==> src/rtl/det_arb_pkg.sv <==
// Shared types and helpers for the round-robin serial pattern-detector arbiter.
// Latency: none (package only).
// Backpressure: n/a.
package det_arb_pkg;

  typedef enum logic [1:0] {
    IDLE   = 2'd0,
    SHIFT  = 2'd1,
    REPORT = 2'd2
  } state_t;

  localparam int         DEF_PAT_LEN = 4;
  localparam logic [3:0] DEF_PATTERN = 4'b1010;

  // Ceiling log2 for parameter sizing; callers never pass values below 2.
  function automatic int clog2(input int v);
    int r;
    r = 0;
    while ((1 << r) < v) r++;
    return r;
  endfunction

endpackage

==> src/rtl/seq_det_core.sv <==
// Bit-serial Mealy pattern detector with clearable history.
// Latency: det is combinational on x in the same cycle; history updates on the clock.
// Backpressure: none; en qualifies each bit, clr restarts the history.
// Ports: clk, rst (sync, active-low), clr (restart history), en (bit valid),
//        x (serial bit, oldest-first), det (pattern completes on this bit).
module seq_det_core
  import det_arb_pkg::*;
#(
  parameter int                 PAT_LEN = DEF_PAT_LEN,
  parameter logic [PAT_LEN-1:0] PATTERN = DEF_PATTERN
) (
  input  logic clk,
  input  logic rst,
  input  logic clr,
  input  logic en,
  input  logic x,
  output logic det
);

  localparam int FW = clog2(PAT_LEN);

  logic [PAT_LEN-2:0] hist;
  logic [PAT_LEN-1:0] win;
  logic [FW-1:0]      fill;
  logic               full;

  assign win  = {hist, x};
  // Only complete windows may match; otherwise the zero-filled history could
  // fake a hit for patterns with leading zeros.
  assign full = (fill == FW'(PAT_LEN - 1));
  assign det  = en && full && (win == PATTERN);

  always_ff @(posedge clk) begin
    if (!rst || clr) begin
      hist <= '0;
      fill <= '0;
    end else if (en) begin
      hist <= win[PAT_LEN-2:0];
      if (!full) fill <= fill + 1'b1;
    end
  end

endmodule

==> src/rtl/det_stream_arbiter.sv <==
// Round-robin arbiter feeding one word at a time MSB-first into a shared serial detector.
// Latency: grant at T, bits on x at T+1..T+DW, done with match count at T+DW+1.
// Backpressure: requesters hold req until a gnt pulse; one word accepted per DW+2 cycles.
// Ports: clk, rst (sync, active-low), req/data (per-requester words), gnt (one-hot capture
//        pulse), busy, x/det (detector monitor), done/done_id/match_cnt (result).
module det_stream_arbiter
  import det_arb_pkg::*;
#(
  parameter int                 NREQ    = 2,
  parameter int                 DW      = 8,
  parameter int                 PAT_LEN = DEF_PAT_LEN,
  parameter logic [PAT_LEN-1:0] PATTERN = DEF_PATTERN,
  localparam int                CW      = clog2(DW + 1),
  localparam int                IW      = clog2(NREQ)
) (
  input  logic               clk,
  input  logic               rst,
  input  logic [NREQ-1:0]    req,
  input  logic [NREQ*DW-1:0] data,
  output logic [NREQ-1:0]    gnt,
  output logic               busy,
  output logic               x,
  output logic               det,
  output logic               done,
  output logic [IW-1:0]      done_id,
  output logic [CW-1:0]      match_cnt
);

  state_t          state;
  logic [IW-1:0]   last;
  logic [IW-1:0]   cur_id;
  logic [IW-1:0]   sel;
  logic [IW-1:0]   cand;
  logic            any;
  logic [DW-1:0]   shreg;
  logic [CW-1:0]   bitcnt;
  logic [CW-1:0]   cnt;
  logic            shifting;

  // Rotating priority: scan from the requester after the last winner.
  // Gated by rst so nothing is granted while reset is being applied.
  always_comb begin
    any  = 1'b0;
    sel  = '0;
    cand = '0;
    gnt  = '0;
    if (rst && state == IDLE) begin
      for (int k = 1; k <= NREQ; k++) begin
        cand = IW'((int'(last) + k) % NREQ);
        if (!any && req[cand]) begin
          any       = 1'b1;
          sel       = cand;
          gnt[cand] = 1'b1;
        end
      end
    end
  end

  assign shifting = (state == SHIFT);
  assign busy     = (state != IDLE);
  assign done     = (state == REPORT);
  assign x        = shifting ? shreg[DW-1] : 1'b0;

  seq_det_core #(
    .PAT_LEN (PAT_LEN),
    .PATTERN (PATTERN)
  ) u_det (
    .clk (clk),
    .rst (rst),
    .clr (any),
    .en  (shifting),
    .x   (x),
    .det (det)
  );

  always_ff @(posedge clk) begin
    if (!rst) begin
      state     <= IDLE;
      last      <= IW'(NREQ - 1);
      cur_id    <= '0;
      shreg     <= '0;
      bitcnt    <= '0;
      cnt       <= '0;
      match_cnt <= '0;
      done_id   <= '0;
    end else begin
      case (state)
        IDLE: begin
          if (any) begin
            shreg  <= data[int'(sel)*DW +: DW];
            cur_id <= sel;
            last   <= sel;
            bitcnt <= CW'(DW - 1);
            cnt    <= '0;
            state  <= SHIFT;
          end
        end
        SHIFT: begin
          shreg <= {shreg[DW-2:0], 1'b0};
          if (det) cnt <= cnt + 1'b1;
          if (bitcnt == '0) begin
            // Fold in the final bit's detection so the result is ready in REPORT.
            match_cnt <= cnt + CW'(det);
            done_id   <= cur_id;
            state     <= REPORT;
          end else begin
            bitcnt <= bitcnt - 1'b1;
          end
        end
        REPORT:  state <= IDLE;
        default: state <= IDLE;
      endcase
    end
  end

endmodule
==> config.mk <==
export PLATFORM = sky130hd
export DESIGN_NAME = det_stream_arbiter
export DESIGN_NICKNAME = d
export VERILOG_FILES = /design/src/rtl/det_arb_pkg.sv /design/src/rtl/seq_det_core.sv /design/src/rtl/det_stream_arbiter.sv
export SDC_FILE = /design/constraint.sdc
export NUM_CORES = 1
export LEC_CHECK = 0
export ABC_AREA = 1
export CAP_MARGIN = 30
export CORE_MARGIN = 3
export CORE_UTILIZATION = 45
export CTS_BUF_LIST = sky130_fd_sc_hd__clkbuf_16
export DETAILED_ROUTE_END_ITERATION = 10
export GPL_TIMING_DRIVEN = 0
export HOLD_SLACK_MARGIN = 0.03
export PLACE_DENSITY = 0.71
export SYNTH_ARGS = -nofsm -noshare
export SYNTH_HDL_FRONTEND = slang
export SYNTH_SLANG_ARGS = --single-unit
==> constraint.sdc <==
create_clock -name clk -period 2.3 [get_ports clk]
set_clock_uncertainty 0.2 [all_clocks]
set_input_delay 0.23 -clock clk [delete_from_list [all_inputs] [get_ports clk]]
set_output_delay 0.23 -clock clk [all_outputs]
set_load 0.03 [all_outputs]
-- Word level (Yosys, flattened, before mapping)
Index checks and enable logic that the tools add are counted.
- register bits after elaboration: 30
- input bits: 20
- output and inout bits: 11
- logic and storage cells: 82
- add/subtract/negate cells: 6
- order comparisons: 4
- eq/ne operators: 8
- shift operators: 1
- multiplexer cells: 31
- bitwise operators: 2
- reduce and logical (&&, ||, !) cells: 20
- operators by type and width (kind ; count):
    4-bit 2-to-1 mux ; 4
    4-bit one-hot mux with 2 select lines ; 2
    8-bit one-hot mux with 2 select lines ; 1
    16-bit by 5-bit indexed part select with 8-bit output ; 1
    1-bit 2-to-1 mux ; 14
    2-bit 2-to-1 mux ; 6
    2-bit AND reduction ; 5
    8-bit 2-to-1 mux ; 1
    1-bit logical AND ; 6
    3-bit AND reduction ; 2
    4-bit by 1-bit adder with 4-bit output ; 1
    4-bit by 1-bit adder with 4-bit output (second input constant) ; 1
    2-bit == test (second input constant) ; 2
    4-bit == test (second input constant) ; 1
    4-bit zero test ; 1
    1-bit by 2-bit less-than comparator with 1-bit output (second input constant) ; 2
    2-bit by 1-bit inequality test with 1-bit output (second input constant) ; 2
    2-bit inequality test (second input constant) ; 2
    2-bit one-hot mux with 2 select lines ; 1
    2-bit nonzero test ; 2
    4-bit by 1-bit subtractor with 4-bit output (second input constant) ; 1
    1-bit adder (second input constant) ; 2
    2-bit by 1-bit adder with 2-bit output (second input constant) ; 1
    1-bit demux with 1-bit select ; 2
    other kinds (7) ; 9

-- Longest topological paths before layout
- depth after elaboration: 12
- mapped depth: 10
- mapped depth without buffers: 10

-- Cells and area by module
A second synthesis with hierarchy kept.
- cell total of the unflattened synthesis: 236
- area total of the unflattened synthesis: 1632.8 um2
- by module, submodules not included (module ; times used ; cells each ; area each (um2) ; seq. area each (um2)):
    det_stream_arbiter ; 1 ; 201 ; 1401.3 ; 500.5
    seq_det_core ; 1 ; 35 ; 231.5 ; 100.1

-- Least setup slack after synthesis
No wires, ideal clock.
- path kind: flip-flop to flip-flop
- start point: register u_det.fill[0]
- end point: register match_cnt[2]
- library setup time: 0.086 ns
- arrival time: 1.579 ns
- data required time: 2.014 ns
- setup slack: 0.436 ns
- stages on the path, launching flop included: 10
- buffers on the path: 0
- clock period less this slack: 1.864 ns
- cells stage by stage: dfxtp_1 > ha_1 > inv_1 > nor2_1 > nand3_1 > inv_1 > ha_1 > ha_1 > xnor2_1 > a211oi_1
- longest elaborated chain between the ends: 4
- ends and longest elaborated chain (what ; RTL line ; source):
    from (decl) ; seq_det_core.sv:24 ; logic [FW-1:0] fill;
    from (signal assigned) ; seq_det_core.sv:39 ; if (!full) fill <= fill + 1'b1;
    2-bit == test ; seq_det_core.sv:30 ; assign full = (fill == FW'(PAT_LEN - 1));
    1-bit logical AND (2 in a row) ; seq_det_core.sv:31 ; assign det = en && full && (win == PATTERN);
    via det ; det_stream_arbiter.sv:23 ; output logic det,
    4-bit by 1-bit adder with 4-bit output ; det_stream_arbiter.sv:103 ; match_cnt <= cnt + CW'(det);
    to (signal assigned) ; det_stream_arbiter.sv:103 ;
    to (decl) ; det_stream_arbiter.sv:26 ; output logic [CW-1:0] match_cnt
The timed path passes the listed nets, and every way through them passes these cells.
A chain may end at the register's enable or synchronous reset.

-- Worst setup path after layout
- start point: input req[1]
- end point: output gnt[1]
- longest elaborated chain between the ends: 8
- elaborated cells between the ends (all ways): 13
- classes of those cells: mux (10); bitwise (1); reduce/logical (2)
- ends and longest elaborated chain (what ; RTL line ; source):
    from (decl) ; det_stream_arbiter.sv:18 ; input logic [NREQ-1:0] req,
    1-bit 2-to-1 mux (not written as such) (2 in a row) ; det_stream_arbiter.sv:50 ; if (!any && req[cand]) begin
    1-bit 2-to-1 mux ; det_stream_arbiter.sv:50 ;
    1-bit 2-to-1 mux ; det_stream_arbiter.sv:47 ; if (rst && state == IDLE) begin
    1-bit zero test ; det_stream_arbiter.sv:50 ;
    1-bit logical AND ; det_stream_arbiter.sv:50 ;
    2-bit 2-to-1 mux * ; det_stream_arbiter.sv:50 ;
    2-bit 2-to-1 mux * ; det_stream_arbiter.sv:47 ;
    to (decl) ; det_stream_arbiter.sv:20 ; output logic [NREQ-1:0] gnt,
Mark *: on every way between the ends. The rest lies on a longest branch, timed or not. The select of a mux whose other input is x is not followed.

==> run metrics <==
H-tree lvl count 2; GR peak layer met2; IO Pins 31; met2 Use GR 27.4%; WL final 3.29 mm; worst slack, placed -0.0948 ns; Synth Area in XOR/XNOR 2.17%; Synth Area in Adders 3.88%; Final Non-Filler Cells 309; first-pass GRT wire length 5.75 mm; Cells after DPL 301; Buffers on Ports 30; Pins Over Slew Limit 0; synthesized area per cell 7.16 µm²; crit path kind primary input to output port; Worst Path Required 1.87 ns; fin crit share 92.0%; buffer depth of the longest clock path 2; M1 GR Usage 21.8%; #FFs+latches synth 30; Synth Area in Simple Gates 38.7%; share of layout cells above drive strength 1 12.2%; pwr/cell area 731 mW/mm²; total track usage 17.3%; Die X 65.8 µm; total gr overflow 0; hpwl dp 2.44 mm; commonest non-fill, non-tap cell in the layout nor2_1; Synth Net Count 250; met3 Resource Use GR 4.08%; Clock Tree Root clkbuf_16; Final WS setup 0.184 ns; highest-count cells in the layout ignoring fill and taps nor2_1, nand2_1, dfxtp_1, clkdlybuf4s50_1; number of clock sinks 30; initial antenna violation count 0; post-synthesis mux area share 0%; Worst R2R Path Depth 9; Final setup viols 0; pin count of the biggest net entering global routing 11; Hold Path Stages 2; total CTS buffers 5; Syn Inst Count 225; Die Ht 65.8 µm; core area 0.00339 mm²; Core Rows 21; Hold Crit Class flip-flop to flip-flop; Max-Slew Margin vs Limit 71.9%; Max Fanout on Critical Path 9; Leakage 0.927 nW; vias after detailed routing 1447; final RePlAce weighted congestion 0.774; fill cell count 307; TritonRoute pass-1 iters 4; Avg WL per Cell 10.7 µm; Final Power 0.00154 W; setup TNS 0 ns; Worst-Margin Slew 0.422 ns; post-synthesis sequential area ratio 37.3%; Starting Density 47.5%; vias in the first global route 1337; full die area 0.00434 mm²; RSZ-0062 raised after global routing false; YS warnings 0; Seq. cell area 601 µm²; crit end category output port; Synth Cell Area 0.00161 mm²; post-synthesis compound-gate area fraction 9.32%; area of the multi-input gates 872 µm²; ant diodes 0; outcome complete, no violations; Peak Freq 0.473 GHz; hold_buf cts 0; clock transition at the registers of the reported paths 0.05 ns; Area growth syn-to-layout 30.5%; CTS tree yes; Post-layout nets 287; # DRC 0; main combinational cell family by area after synthesis simple AND/OR/NAND/NOR gates; worst skew pair latency 0.27 ns; remaining antenna violation count after routing 0; library cells used by synthesis 31; Iter 0 DRT Violations 73; Fin. Hold Viols 0; element type at the critical path start primary input; min Tclk post-route 2.12 ns; Arr. time, crit path 1.69 ns; max-cap violations 0; Worst VDD drop 0.342 mV; Vias/cell 4.68
sequential cells by signal (all words and copies together), names as in the netlist:
register,count
shreg,8
bitcnt,4
cnt,4
match_cnt,4
u_det.hist,3
state,2
u_det.fill,2
cur_id,1
done_id,1
last,1
cells by family after synthesis:
family,after synthesis
AOI/OAI and AO/OA,25
buffers and inverters,30
and+or+nand+nor,131
DFF,30
adders and majority gates,5
xor gates and xnor gates,4
final timing paths:
check | startpoint | endpoint | slack, ns
max | req[1] | gnt[1] | 0.18
min | u_det.hist[2]$_SDFFE_PP0N_ | u_det.hist[2]$_SDFFE_PP0N_ | 0.26
min reg2reg | u_det.hist[2]$_SDFFE_PP0N_ | u_det.hist[2]$_SDFFE_PP0N_ | 0.26
max reg2reg | state[1]$_SDFFE_PN0P_ | match_cnt[2]$_SDFFE_PN0P_ | 0.44
layer usage:
| metal | wire (µm) | up-vias | share of wire [%] |
|---|---|---|---|
| li1 | - | 790 | - |
| met5 | 0 | - | 0 |
| met2 | 1540 | 33 | 47 |
| met4 | 79 | 0 | 2.4 |
| met1 | 1550 | 617 | 47 |
| met3 | 130 | 7 | 3.9 |
cell type report:
type	instances	area share (%)
inverters	24	4.70
well taps	46	2.74
multi-input cells	165	41.5
repair buffers	30	14.1
plain buffers	6	1.90
flip-flops and latches	30	28.6
clock buffers	5	5.95
clock inverters	3	0.595
through the flow:
step / util [%] / area [µm²] / hold slack, ns
after floorplan: - / 1610 / 0.224
after global placement: 58.1 / 1970 / 0.246
after detailed placement: 58.1 / 1970 / 0.254
after CTS: 62.1 / 2100 / 0.262
after global routing: 62.1 / 2100 / 0.276
final: 62.1 / 2100 / 0.261
worst max-delay path, stage by stage:
cell	delay [ns]
clkdlybuf4s50_1	0.52
inv_1	0.09
a21oi_4	0.24
nand2_4	0.11
clkinv_4	0.09
dlygate4sd2_1	0.40
cells in the mapped netlist:
cell type | count | share of area (%)
a21oi_1 | 15 | 4.7
nand3_2 | 4 | 2.5
o21ai_4 | 1 | 1.0
nand2_1 | 44 | 10
nor2_8 | 1 | 1.2
nor3_1 | 1 | 0.31
xnor2_1 | 2 | 1.1
clkbuf_1 | 2 | 0.47
clkinv_2 | 1 | 0.31
ha_1 | 5 | 3.9
or2_2 | 1 | 0.39
clkinv_4 | 1 | 0.54
dfxtp_1 | 30 | 37
o21ai_1 | 1 | 0.31
nor2_1 | 45 | 10
nand3b_1 | 7 | 3.3
buf_4 | 1 | 0.47
inv_4 | 1 | 0.39
inv_1 | 18 | 4.2
xor2_1 | 2 | 1.1
buf_2 | 2 | 0.62
a211oi_1 | 1 | 0.47
a21oi_4 | 1 | 1.0
nand2_2 | 3 | 1.2
nand2_4 | 3 | 2.1
inv_2 | 3 | 0.70
nand4_1 | 1 | 0.39
o21ai_0 | 6 | 1.9
nand3_1 | 19 | 5.9
nor2_2 | 2 | 0.78
buf_8 | 1 | 0.93
report_power, final:
group | total (W) | switching [W] | internal, W
logic | 0.000337 | 0.000200 | 0.000138
clock network | 0.000606 | 0.000216 | 0.000390
registers | 0.000594 | 0.0000291 | 0.000565
total | 0.00154 | 0.000445 | 0.00109
repair_timing:
item | 4_1_cts | 5_1_grt
setup buffers | 0 | 0
resized for setup | 3 | 0
endpoints found under the hold margin | 0 | 0
setup endpoints to repair | 3 | 0
No activity file was read; power rests on OpenSTA's default activity.
